## config.mk

```make
export PLATFORM = sky130hd
export DESIGN_NAME = hilo_mdu
export DESIGN_NICKNAME = d
export VERILOG_FILES = /design/src/rtl/mdu_pkg.sv /design/src/rtl/div_step.sv /design/src/rtl/hilo_mdu.sv
export SDC_FILE = /design/constraint.sdc
export NUM_CORES = 2
export LEC_CHECK = 0
export BUFFER_PORTS_ARGS = -buffer_cell sky130_fd_sc_hd__buf_2
export CAP_MARGIN = 0
export CORE_ASPECT_RATIO = 0.9
export CORE_MARGIN = 10
export CORE_UTILIZATION = 35
export CTS_CLUSTER_DIAMETER = 80
export DETAILED_ROUTE_END_ITERATION = 12
export PLACE_DENSITY = 0.47
export SKIP_LAST_GASP = 1
export SLEW_MARGIN = 20
export SYNTH_ARGS = -nofsm -noshare
export SYNTH_HDL_FRONTEND = slang
export SYNTH_SLANG_ARGS = --single-unit
```

## constraint.sdc

```tcl
create_clock -name clk -period 5.94 [get_ports clk]
set_clock_uncertainty 0.15 [all_clocks]
set_input_delay 0.297 -clock clk [delete_from_list [all_inputs] [get_ports clk]]
set_output_delay 0.297 -clock clk [all_outputs]
set_load 0.01 [all_outputs]
```

## src/rtl/mdu_pkg.sv

```systemverilog
// Shared encodings for the HI/LO multiply/divide unit: issue opcodes and FSM states.
package mdu_pkg;

    typedef enum logic [2:0] {
        MDU_MULT  = 3'd0,
        MDU_MULTU = 3'd1,
        MDU_DIV   = 3'd2,
        MDU_DIVU  = 3'd3,
        MDU_MTHI  = 3'd4,
        MDU_MTLO  = 3'd5
    } mdu_op_e;

    typedef enum logic [1:0] {
        ST_IDLE,
        ST_MUL,
        ST_DIV,
        ST_FIX
    } mdu_state_e;

endpackage

```

## src/rtl/div_step.sv

```systemverilog
// One restoring-division step: shift in the next dividend bit, subtract the divisor if it fits.
// Purely combinational; no backpressure (the caller sequences one step per cycle).
module div_step #(
    parameter int WIDTH = 32
) (
    input  logic [WIDTH-1:0] rem_i,
    input  logic [WIDTH-1:0] quo_i,
    input  logic [WIDTH-1:0] dsor_i,
    output logic [WIDTH-1:0] rem_o,
    output logic [WIDTH-1:0] quo_o
);

    logic [WIDTH:0] shifted;
    logic           fits;

    assign shifted = {rem_i, quo_i[WIDTH-1]};
    assign fits    = (shifted >= {1'b0, dsor_i});

    // The partial remainder stays below the divisor, so the kept value always fits in WIDTH bits.
    assign rem_o = fits ? WIDTH'(shifted - {1'b0, dsor_i}) : shifted[WIDTH-1:0];
    assign quo_o = {quo_i[WIDTH-2:0], fits};

endmodule

```

## src/rtl/hilo_mdu.sv

```systemverilog
// EX-stage multiply/divide unit with architectural HI/LO; multiply lands MUL_LAT edges after issue,
// divide WIDTH+1 edges after issue. start is ignored while busy (no queueing); flush cancels in flight.
module hilo_mdu
    import mdu_pkg::*;
#(
    parameter int WIDTH   = 32,
    parameter int MUL_LAT = 2
) (
    input  logic             clk,
    input  logic             rst,
    input  logic             start,
    input  logic [2:0]       op,
    input  logic [WIDTH-1:0] rs_data,
    input  logic [WIDTH-1:0] rt_data,
    input  logic             flush,
    input  logic             rhl_sel,
    output logic             busy,
    output logic [WIDTH-1:0] rhl_out,
    output logic [WIDTH-1:0] hi,
    output logic [WIDTH-1:0] lo
);

    localparam int CW = $clog2(WIDTH + 16);

    mdu_state_e          state_q;
    logic [CW-1:0]       cnt_q;
    logic [WIDTH-1:0]    hi_q, lo_q;
    logic [2*WIDTH-1:0]  acc_q;
    logic [WIDTH-1:0]    dsor_q;
    logic                negq_q, negr_q;
    logic                busy_q;

    logic                mul_sgn, div_sgn;
    logic [2*WIDTH-1:0]  mul_a, mul_b, product_d;
    logic [WIDTH-1:0]    abs_rs_d, abs_rt_d;
    logic [WIDTH-1:0]    rem_d, quo_d;
    logic [WIDTH-1:0]    quo_fix_d, rem_fix_d;

    assign mul_sgn   = (op == MDU_MULT);
    assign div_sgn   = (op == MDU_DIV);

    // Low 2W bits of the sign-extended product equal the exact signed product.
    assign mul_a     = {{WIDTH{mul_sgn & rs_data[WIDTH-1]}}, rs_data};
    assign mul_b     = {{WIDTH{mul_sgn & rt_data[WIDTH-1]}}, rt_data};
    assign product_d = mul_a * mul_b;

    assign abs_rs_d  = (div_sgn && rs_data[WIDTH-1]) ? -rs_data : rs_data;
    assign abs_rt_d  = (div_sgn && rt_data[WIDTH-1]) ? -rt_data : rt_data;

    // During a divide acc_q holds {partial remainder, dividend/quotient shift register}.
    div_step #(.WIDTH(WIDTH)) u_div_step (
        .rem_i  (acc_q[2*WIDTH-1:WIDTH]),
        .quo_i  (acc_q[WIDTH-1:0]),
        .dsor_i (dsor_q),
        .rem_o  (rem_d),
        .quo_o  (quo_d)
    );

    assign quo_fix_d = negq_q ? -acc_q[WIDTH-1:0]       : acc_q[WIDTH-1:0];
    assign rem_fix_d = negr_q ? -acc_q[2*WIDTH-1:WIDTH] : acc_q[2*WIDTH-1:WIDTH];

    always_ff @(posedge clk or negedge rst) begin
        if (!rst) begin
            state_q <= ST_IDLE;
            cnt_q   <= '0;
            hi_q    <= '0;
            lo_q    <= '0;
            acc_q   <= '0;
            dsor_q  <= '0;
            negq_q  <= 1'b0;
            negr_q  <= 1'b0;
            busy_q  <= 1'b0;
        end else begin
            case (state_q)
                ST_IDLE: begin
                    if (start && !flush) begin
                        case (op)
                            MDU_MULT, MDU_MULTU: begin
                                acc_q   <= product_d;
                                cnt_q   <= CW'(MUL_LAT - 1);
                                state_q <= ST_MUL;
                                busy_q  <= 1'b1;
                            end
                            MDU_DIV, MDU_DIVU: begin
                                acc_q   <= {{WIDTH{1'b0}}, abs_rs_d};
                                dsor_q  <= abs_rt_d;
                                negq_q  <= div_sgn & (rs_data[WIDTH-1] ^ rt_data[WIDTH-1]);
                                negr_q  <= div_sgn & rs_data[WIDTH-1];
                                cnt_q   <= CW'(WIDTH - 1);
                                state_q <= ST_DIV;
                                busy_q  <= 1'b1;
                            end
                            MDU_MTHI: hi_q <= rs_data;
                            MDU_MTLO: lo_q <= rs_data;
                            default: ;
                        endcase
                    end
                end
                ST_MUL: begin
                    if (flush) begin
                        state_q <= ST_IDLE;
                        busy_q  <= 1'b0;
                    end else if (cnt_q == '0) begin
                        hi_q    <= acc_q[2*WIDTH-1:WIDTH];
                        lo_q    <= acc_q[WIDTH-1:0];
                        state_q <= ST_IDLE;
                        busy_q  <= 1'b0;
                    end else begin
                        cnt_q <= cnt_q - CW'(1);
                    end
                end
                ST_DIV: begin
                    if (flush) begin
                        state_q <= ST_IDLE;
                        busy_q  <= 1'b0;
                    end else begin
                        acc_q <= {rem_d, quo_d};
                        if (cnt_q == '0) begin
                            state_q <= ST_FIX;
                        end else begin
                            cnt_q <= cnt_q - CW'(1);
                        end
                    end
                end
                ST_FIX: begin
                    if (!flush) begin
                        lo_q <= quo_fix_d;
                        hi_q <= rem_fix_d;
                    end
                    state_q <= ST_IDLE;
                    busy_q  <= 1'b0;
                end
                default: begin
                    state_q <= ST_IDLE;
                    busy_q  <= 1'b0;
                end
            endcase
        end
    end

    assign busy    = busy_q;
    assign hi      = hi_q;
    assign lo      = lo_q;
    assign rhl_out = rhl_sel ? hi_q : lo_q;

endmodule

```

==> metrics.txt <==
maximum clock frequency 133 MHz; post-synth top area cell fa_1; P&R area growth vs syn 24.0%; CP required 6130 ps; # IOs 169; CTS clk-pin slew, worst paths 80 ps; Die Width 423 um; most instantiated cells after synthesis inv_1 (1,205), fa_1 (1,126), nand2_1 (1,008); HP Class in2reg; Clock Path Buffers 2; sequential area share after synthesis 8.34%; Initial Utilization 35.2%; syn nets 7,391; Slew @ Worst Pin 991 ps; Buf/Inv on CP 8; ANT nets after route 0; Avg Inst Size Synth 8.64 um^2; GR peak layer met2; Total Routing Usage GR 22.7%; synthesized area 51,300 um^2; Max-Slew Margin vs Limit 33.7%; family with the most delay on the worst path adder cells; met1 usage 31.8%; final-report setup violation count 50; most common cell in the synthesized netlist inv_1; vias in the first global route 44,900; top post-synthesis cells by area fa_1 (44%), inv_1 (8.8%), dfrtp_1 (8.3%), nand2_1 (7.4%), ha_1 (6.2%); grt met3 use 2.38%; post-synth top area share 44.0%; TritonCTS Buffers 17; global-route met2 utilization 37.8%; synthesis-stage register bit count 171; Min Hold Slack 211 ps; asr flop ratio synth 100%; chip height 383 um; largest net degree at the start of global routing 96; CP dominant cell by count fa_1; slowest cell delay on critical path 560 ps; Overflow after GRT 0; final worst-path cycle share 127%; DR vias 42,400; Critical Path Source op[0]; drt via density 5.03; HPWL Detailed 154,000 um; Period minus WS final 7540 ps; Max-cap violations 0; Final Slew Violations 0; startpoint types primary input; FP Rows 133; DR DRC count 0; htree depth 4; RSZ-0062 raised after global routing yes; layout cells sized above 1 22.2%; prevailing post-synth register cell dfrtp_1; EDFF count, synth 0; initial antenna violation count 12; min-delay src op[0]; nets@finish 7,923; slowest cell on the critical path fa_2; Total Wirelength 187,000 um; CTS tree built; Root Buffer clkbuf_16; CP endpoint kind flop; status complete, but fails checks; worst-path fanout max 6; violated checks negative setup slack; Worst EP arrival 7730 ps; WL per Instance 22.1 um; clk_lat worst skew 450 ps; clock sink total 171; synth warn 0; Port Buf Inserts 168; first-pass GRT wire length 285,000 um; number of DRC markers in iteration 0 2,796; RR Startpoint acc_q[41]; Routability Congestion 0.888; DR pass1 iterations 6; crit path kind in2reg; Die Area 162,000 um^2; library cells used by synthesis 80; Mapped Cells 5,938; Hold Violations, Final 0; core area 146,000 um^2; Final WS setup -1600 ps
[flip-flops by register name, summed over array words and instances, names as in the netlist]
| signal | flops |
|---|---|
| dsor_q | 32 |
| state_q | 2 |
| acc_q | 64 |
| lo | 32 |
| negq_q | 1 |
| hi | 32 |
| negr_q | 1 |
| busy | 1 |
| cnt_q | 6 |
[cells by family (layout without fill, tap and decap cells)]
logic type	Yosys count	count (layout)	share of synthesized area [%]
multiplexers	41	41	0.881
flip-flops	171	171	8.34
adder cells (fa/ha/maj)	1381	1381	50.2
XOR/XNOR	195	195	3.33
AND/OR/NAND/NOR	1719	1719	15.3
other	0	3	0
buffers and inverters	1602	2147	11.8
AO/OA/AOI/OAI	829	829	10.2
[worst min-delay path: stages]
cell,delay [ps]
buf_8,70
buf_4,190
o311ai_1,120
o21ai_1,80
[stage by stage]
stage	worst slack (ps)	utilization [%]	instances	instance area, um^2	setup TNS (ps)
floorplan	-2060	-	5938	52900	-53320
global placement	-2380	40.8	8316	59400	-93350
detailed placement	-2400	40.8	8316	59400	-94970
CTS	-1540	42.5	8388	62000	-54830
global route	-1850	43.6	8441	63600	-67860
finish	-1600	43.6	8443	63600	-57400
[path summary, 6_finish.rpt]
| kind | cells past startpoint | slack [ps] | end |
|---|---|---|---|
| worst max register to register | 11 | 1560 | acc_q[57] |
| min in group asynchronous | 2 | 290 | hi[29] |
| worst min-delay path | 4 | 210 | dsor_q[31] |
| max in group asynchronous | 3 | 4150 | acc_q[38] |
| worst max-delay path | 29 | -1600 | acc_q[63] |
| worst min register to register | 2 | 330 | dsor_q[30] |
[area by class of cell]
cell class	instances	area (um^2)
Fill cell	14500	82200
Antenna cell	3	7.51
Clock buffer	17	425
Tap cell	1957	2450
Inverter	1205	4550
Multi-Input combinational cell	4165	43400
Sequential cell	171	4280
Timing Repair Buffer	910	8300
Clock inverter	15	163
[per-layer routing]
metal	routed length [um]	up-vias
met5	9	-
met4	4940	2
met3	10200	169
met2	87500	1111
met1	84200	22000
li1	-	19100
[placed cells by master (no fill, tap or decap), drive strengths merged, types with 134 or more instances in the layout]
master / count
o21ai: 251
nand2: 1008
buf: 901
xnor2: 134
inv: 1206
nor2: 167
fa: 1126
dfrtp: 171
ha: 255
a21oi: 224
and2: 297
[repair_timing]
item	CTS	global route
setup endpoints to repair	54	54
pin swaps	223	226
resized for setup	389	275
hold buffers	2	0
endpoints found under the hold margin	75	0
cloned	3	5
setup buffers	50	56
Power is not shown: default switching activity piles up to over one toggle a cycle in this logic, so the estimate is an artifact.
